===== src/rtl/spi_master_par.sv =====
// spi_master_par: SPI master with shared sclk/mosi, one cs_n and one miso per slave.
// Sends one byte LSB first, then reads one byte back LSB first.
// Optional feature macro: SPI_ECHO_CHECK_EN (flags a mismatch between sent and received byte).
module spi_master_par #(
   parameter int CLK_DIV    = 2,
   parameter int NUM_SLAVES = 2,
   parameter int SEL_W      = 1
) (
   input  logic                  clk,
   input  logic                  rst_n,
   input  logic                  start,
   input  logic [SEL_W-1:0]      slave_sel,
   input  logic [7:0]            tx_data,
   output logic                  sclk,
   output logic [NUM_SLAVES-1:0] cs_n,
   output logic                  mosi,
   input  logic [NUM_SLAVES-1:0] miso,
   output logic [7:0]            rx_data,
   output logic                  busy,
   output logic                  done,
   output logic                  echo_err
);

   localparam int              HC_W   = (CLK_DIV > 1) ? $clog2(CLK_DIV) : 1;
   localparam logic [HC_W-1:0] HC_MAX = HC_W'(CLK_DIV - 1);

   typedef enum logic [2:0] {IDLE, SETUP, SHIFT, CS_OFF, FINISH} state_t;

   state_t                  state_q, state_d;
   logic [HC_W-1:0]         hc_q, hc_d;
   logic [5:0]              ec_q, ec_d;
   logic [SEL_W-1:0]        sel_q, sel_d;
   logic [7:0]              tx_q, tx_d;
   logic [7:0]              rx_shift_q, rx_shift_d;
   logic [7:0]              rx_data_q, rx_data_d;
   logic                    sclk_q, sclk_d;
   logic                    mosi_q, mosi_d;
   logic                    busy_q, busy_d;
   logic                    done_q, done_d;
   logic [NUM_SLAVES-1:0]   cs_n_q, cs_n_d;
   logic [NUM_SLAVES-1:0]   cs_sel_n;
   logic                    miso_sel;
   logic                    tick;
   logic                    sel_ok;
   logic [5:0]              k;
   logic [2:0]              tx_bit;
   logic [2:0]              rx_bit;

   // Decode the latched slave index into a cs mask and pick that slave's miso line
   always_comb begin
      cs_sel_n = '1;
      miso_sel = 1'b0;
      for (int i = 0; i < NUM_SLAVES; i++) begin
         if (sel_q == SEL_W'(i)) begin
            cs_sel_n[i] = 1'b0;
            miso_sel    = miso[i];
         end
      end
   end

   // Next-state and output logic; every action happens on a half-period boundary (tick)
   always_comb begin
      state_d    = state_q;
      ec_d       = ec_q;
      sel_d      = sel_q;
      tx_d       = tx_q;
      rx_shift_d = rx_shift_q;
      rx_data_d  = rx_data_q;
      sclk_d     = sclk_q;
      mosi_d     = mosi_q;
      busy_d     = busy_q;
      done_d     = 1'b0;
      cs_n_d     = cs_n_q;
      tick       = (hc_q == '0);
      sel_ok     = (32'(slave_sel) < NUM_SLAVES);
      // k is the rising-edge number when ec_q is odd
      k          = (ec_q + 6'd1) >> 1;
      tx_bit     = 3'(k - 6'd1);
      rx_bit     = 3'(k - 6'd10);

      if (state_q == IDLE)        hc_d = '0;
      else if (hc_q == HC_MAX)    hc_d = '0;
      else                        hc_d = hc_q + 1'b1;

      case (state_q)
         IDLE: begin
            if (start && sel_ok) begin
               sel_d   = slave_sel;
               tx_d    = tx_data;
               busy_d  = 1'b1;
               ec_d    = '0;
               state_d = SETUP;
            end
         end
         SETUP: begin
            if (tick) begin
               if (ec_q == 6'd0) begin
                  // H0: select the slave with bit 0 already on mosi
                  sclk_d = 1'b0;
                  cs_n_d = cs_sel_n;
                  mosi_d = tx_q[0];
                  ec_d   = 6'd1;
               end else begin
                  // H1: first rising edge, mosi keeps bit 0
                  sclk_d  = 1'b1;
                  ec_d    = 6'd2;
                  state_d = SHIFT;
               end
            end
         end
         SHIFT: begin
            if (tick) begin
               ec_d = ec_q + 6'd1;
               if (ec_q[0]) begin
                  sclk_d = 1'b1;
                  if (k <= 6'd8) mosi_d = tx_q[tx_bit];
                  else           mosi_d = 1'b0;
                  // miso bit was driven on the previous falling edge
                  if (k >= 6'd10) rx_shift_d[rx_bit] = miso_sel;
                  if (ec_q == 6'd33) state_d = CS_OFF;
               end else begin
                  sclk_d = 1'b0;
               end
            end
         end
         CS_OFF: begin
            if (tick) begin
               // release cs while sclk is high so the last falling edge is seen deselected
               cs_n_d  = '1;
               ec_d    = ec_q + 6'd1;
               state_d = FINISH;
            end
         end
         FINISH: begin
            if (tick) begin
               sclk_d    = 1'b0;
               rx_data_d = rx_shift_q;
               done_d    = 1'b1;
               busy_d    = 1'b0;
               ec_d      = '0;
               state_d   = IDLE;
            end
         end
         default: state_d = IDLE;
      endcase
   end

   // Control and output registers with synchronous active-low reset
   always_ff @(posedge clk) begin
      if (!rst_n) begin
         state_q   <= IDLE;
         hc_q      <= '0;
         ec_q      <= '0;
         sclk_q    <= 1'b0;
         cs_n_q    <= '1;
         mosi_q    <= 1'b0;
         rx_data_q <= '0;
         busy_q    <= 1'b0;
         done_q    <= 1'b0;
      end else begin
         state_q   <= state_d;
         hc_q      <= hc_d;
         ec_q      <= ec_d;
         sclk_q    <= sclk_d;
         cs_n_q    <= cs_n_d;
         mosi_q    <= mosi_d;
         rx_data_q <= rx_data_d;
         busy_q    <= busy_d;
         done_q    <= done_d;
      end
   end

   // Datapath registers need no reset: they are always loaded before use
   always_ff @(posedge clk) begin
      sel_q      <= sel_d;
      tx_q       <= tx_d;
      rx_shift_q <= rx_shift_d;
   end

`ifdef SPI_ECHO_CHECK_EN
   logic echo_err_q, echo_err_d;

   // Compare the returned byte against the sent byte at transaction end
   always_comb begin
      echo_err_d = echo_err_q;
      if (state_q == FINISH && tick) echo_err_d = (rx_shift_q != tx_q);
   end

   // Echo flag register, held until the next done or reset
   always_ff @(posedge clk) begin
      if (!rst_n) echo_err_q <= 1'b0;
      else        echo_err_q <= echo_err_d;
   end

   assign echo_err = echo_err_q;
`else
   assign echo_err = 1'b0;
`endif

   assign sclk    = sclk_q;
   assign cs_n    = cs_n_q;
   assign mosi    = mosi_q;
   assign rx_data = rx_data_q;
   assign busy    = busy_q;
   assign done    = done_q;

endmodule

===== config.mk =====
export PLATFORM = sky130hd
export DESIGN_NAME = spi_master_par
export DESIGN_NICKNAME = d
export VERILOG_FILES = /design/src/rtl/spi_master_par.sv
export SDC_FILE = /design/constraint.sdc
export NUM_CORES = 1
export LEC_CHECK = 0
export ABC_AREA = 1
export ABC_CLOCK_PERIOD_IN_PS = 3500
export CORE_ASPECT_RATIO = 0.8
export CORE_MARGIN = 8
export CORE_UTILIZATION = 45
export DETAILED_ROUTE_END_ITERATION = 16
export MAX_ROUTING_LAYER = met4
export PLACE_DENSITY = 0.76
export SLEW_MARGIN = 20
export SYNTH_ARGS = -nofsm -noshare
export SYNTH_HDL_FRONTEND = slang
export SYNTH_SLANG_ARGS = --single-unit

===== constraint.sdc =====
create_clock -name clk -period 3.5 [get_ports clk]
set_clock_uncertainty 0.1 [all_clocks]
set_input_delay 0.525 -clock clk [delete_from_list [all_inputs] [get_ports clk]]
set_output_delay 0.525 -clock clk [all_outputs]
set_load 0.01 [all_outputs]

==> metrics.yaml <==
status: "finished clean"
io_pins: 29
min_path_type: "flip-flop to flip-flop"
cts.sinks: 41
antenna_found_initial: 0
post-route-drc-count: 0
dp_hpwl_um: 3320
holdPathStages: 2
endpoint_kind: "flip-flop"
syn2layout_area_growth_pct: 18.7
synth_top_cell_by_area: "edfxtp_1"
intPower_mw: 1.09
die_y_um: 77.6
synth-seq-cells: 41
regToRegSetupSlack_ns: 1.16
portBuffers: 27
tightest_slew_ns: 0.836
num_rows: 22
cp_num_cells: 12
drv_cap: 0
cts_made_buffers: 5
synth_mux_area_frac: 0
cts_tree: "yes"
ys_top_cells_by_area: "edfxtp_1 24%, dfxtp_1 23%, nor2_1 10%"
die_w_um: 93.0
path_cells: "inv_1, ha_1, inv_1, ha_1, inv_1, nand2_1, nor2_1, nor2_1, nand3_1, nand2_1, nand2_1, a21oi_1"
seq_area_um2: 991
synth_warnings: 0
h-tree-depth: 2
yosysSeqAreaShare: 0.465
slowest_delay_ns: 0.52
crit_required_ns: 3.60
critPathKind: "flip-flop to flip-flop"
fmax_mhz: 428
comb_power_share: 0.407
postCtsHoldBufs: 0
seqPwrFrac: 0.369
post-route-period-util: 0.668
netlist.area_leader.share: 0.239
fin_nets: 319
core_area_um2: 4570
yosys.area_share.adder: 0.0293
clockBufferDepth: 2
synth_top_family_by_area: "simple AND/OR/NAND/NOR gates"
rr_endpoint: "mosi"
power.leakage_nw: 1.09
start_util: 0.467
antenna_cells: 0
syn-cell-area_um2: 2130
synth_compound_area_frac: 0.0857
grt_pass1_wl_um: 7710
grt_max_degree: 19
cp_top_family: "adder cells"
die-area_um2: 7210
cts_resized: 0
grt_pass1_vias: 1693
globalRouteTotalUtil: 0.134
critPathLaunch: "ec_q[0]"
peakVddDrop_mv: 0.383
dr.first_iter.drc_count: 124
hold_start: "cs_n[1]"
drv_slew: 0
gr-total-overflow: 0
rsz0062_at_grt: "no"
slew_headroom: 0.441
cp-endpoint: "mosi"
nFillCells: 457
setup_viol: 0
first_pass_iters: 4
root_buffer: "clkbuf_8"
clkTransAtPathRegs_ns: 0.08
synth_nets: 293
ff2ff_path_depth: 12
vias: 1781
multi_input_area_um2: 943
cp_max_fo: 11
synth_cell_types: 28
power_density_nw_per_um2: 705
hold_viol_final: 0
critPathSlowestCell: "ha_1"
power.switching_uw: 690
startpoint_type: "flip-flop"
post_cts_buffers: 0
period_needed_ns: 2.34
timing.rr.start: "ec_q[0]"
ant_nets: 0
layout-drive-gt1-share: 0.113
crit_arrival_ns: 2.43
path_buf_inv: 3
gp_congestion: 0.907
routed_wl_um: 4320
synthesis.instances: 274
swShare: 0.387
finalPower_mw: 1.78
fin_setup_tns_ns: 0
p_clk_frac: 0.224
clk_latency_ns: 0.30
synthSimpleGateAreaFrac: 0.313
synth_xor_area_frac: 0.0129
wl_per_cell_um: 12.0
via_per_inst: 4.93
syn_avg_cell_area_um2: 7.78
state kept, by name, indices dropped and copies added, names as in the netlist, 2 cells and up:
signal / flops
cs_n: 2
ec_q: 6
rx_data: 8
rx_shift_q: 8
state_q: 3
tx_q: 8
tightest hold or removal path, delay by kind of cell, from the launching register on:
family | cells | cell delay [ns]
flops | 1 | 0.33
simple gates | 2 | 0.10
metrics by stage:
step	area (um^2)	instances	hold WS (ns)	setup slack [ns]	utilization
floorplan	2130	274	0.347	1.47	-
global placement	2410	353	0.339	1.31	0.528
detailed placement	2410	353	0.343	1.16	0.528
CTS	2530	361	0.363	1.14	0.554
global route	2530	361	0.413	0.899	0.554
finish	2530	361	0.360	1.16	0.554
cells by family (layout without fill, tap and decap cells):
kind of cell / count (synthesis) / in the layout
and+or+nand+nor: 152 / 152
buffers and inverters: 43 / 70
other: 1 / 1
adders and majority gates: 5 / 5
DFF: 41 / 41
AOI/OAI and AO/OA: 31 / 31
xor gates and xnor gates: 1 / 1
Yosys cell counts, drive strengths merged:
library cell	number
nand2	62
nor2	62
inv	34
dfxtp	24
nand3	20
edfxtp	17
o21ai	15
a21oi	12
buf	7
nand4	7
ha	5
a21boi	2
a31oi	1
clkbuf	1
clkinv	1
conb	1
nor3	1
o21bai	1
xor2	1
power groups by stage:
stage	Combinational [mW]	Sequential, mW	Clock [mW]
global route	0.853	0.672	0.431
CTS	0.728	0.659	0.407
detailed placement	0.725	0.669	0
global placement	0.704	0.666	0
finish	0.726	0.659	0.400
floorplan	0.575	0.648	0
placed cells by master (no fill, tap or decap):
master / n
a31oi_1: 1
dfxtp_1: 24
nand2_2: 6
nand4_1: 7
conb_1: 1
clkbuf_8: 6
nand2_1: 56
clkdlybuf4s50_1: 27
inv_1: 29
ha_1: 5
xor2_4: 1
nand3_2: 4
a21oi_1: 11
nor3_1: 1
inv_2: 5
bufinv_16: 1
nor2_1: 57
clkinv_1: 1
inv_4: 1
nor2_2: 4
edfxtp_1: 17
o21ai_2: 1
o21bai_2: 1
a21boi_2: 2
a21oi_2: 1
nor2_4: 1
nand3_1: 16
o21ai_0: 14
worst min-delay path by stage:
stage                       endpoint  slack [ns]
after floorplan           rx_data[0]        0.35
after global placement       cs_n[0]        0.34
after detailed placement     cs_n[0]        0.34
after CTS                    cs_n[0]        0.36
after global routing            busy        0.41
final                        cs_n[1]        0.36
metal layers:
metal | GRT usage | share of wire | up-vias
met5 | - | 0 | -
met3 | 0.0510 | 0.070 | 6
met4 | 0.0337 | 0.012 | 0
met1 | 0.170 | 0.48 | 810
met2 | 0.194 | 0.43 | 44
li1 | - | - | 921
cell type report:
cell class                 count  share of cell area
timing repair buffer          27               0.107
clock inverter                 2              0.0143
tap                           60              0.0297
clock buffer                   6              0.0326
inverter                      35              0.0519
multi-input combinational    190               0.373
sequential                    41               0.392
No activity file was read; power rests on OpenSTA's default activity.
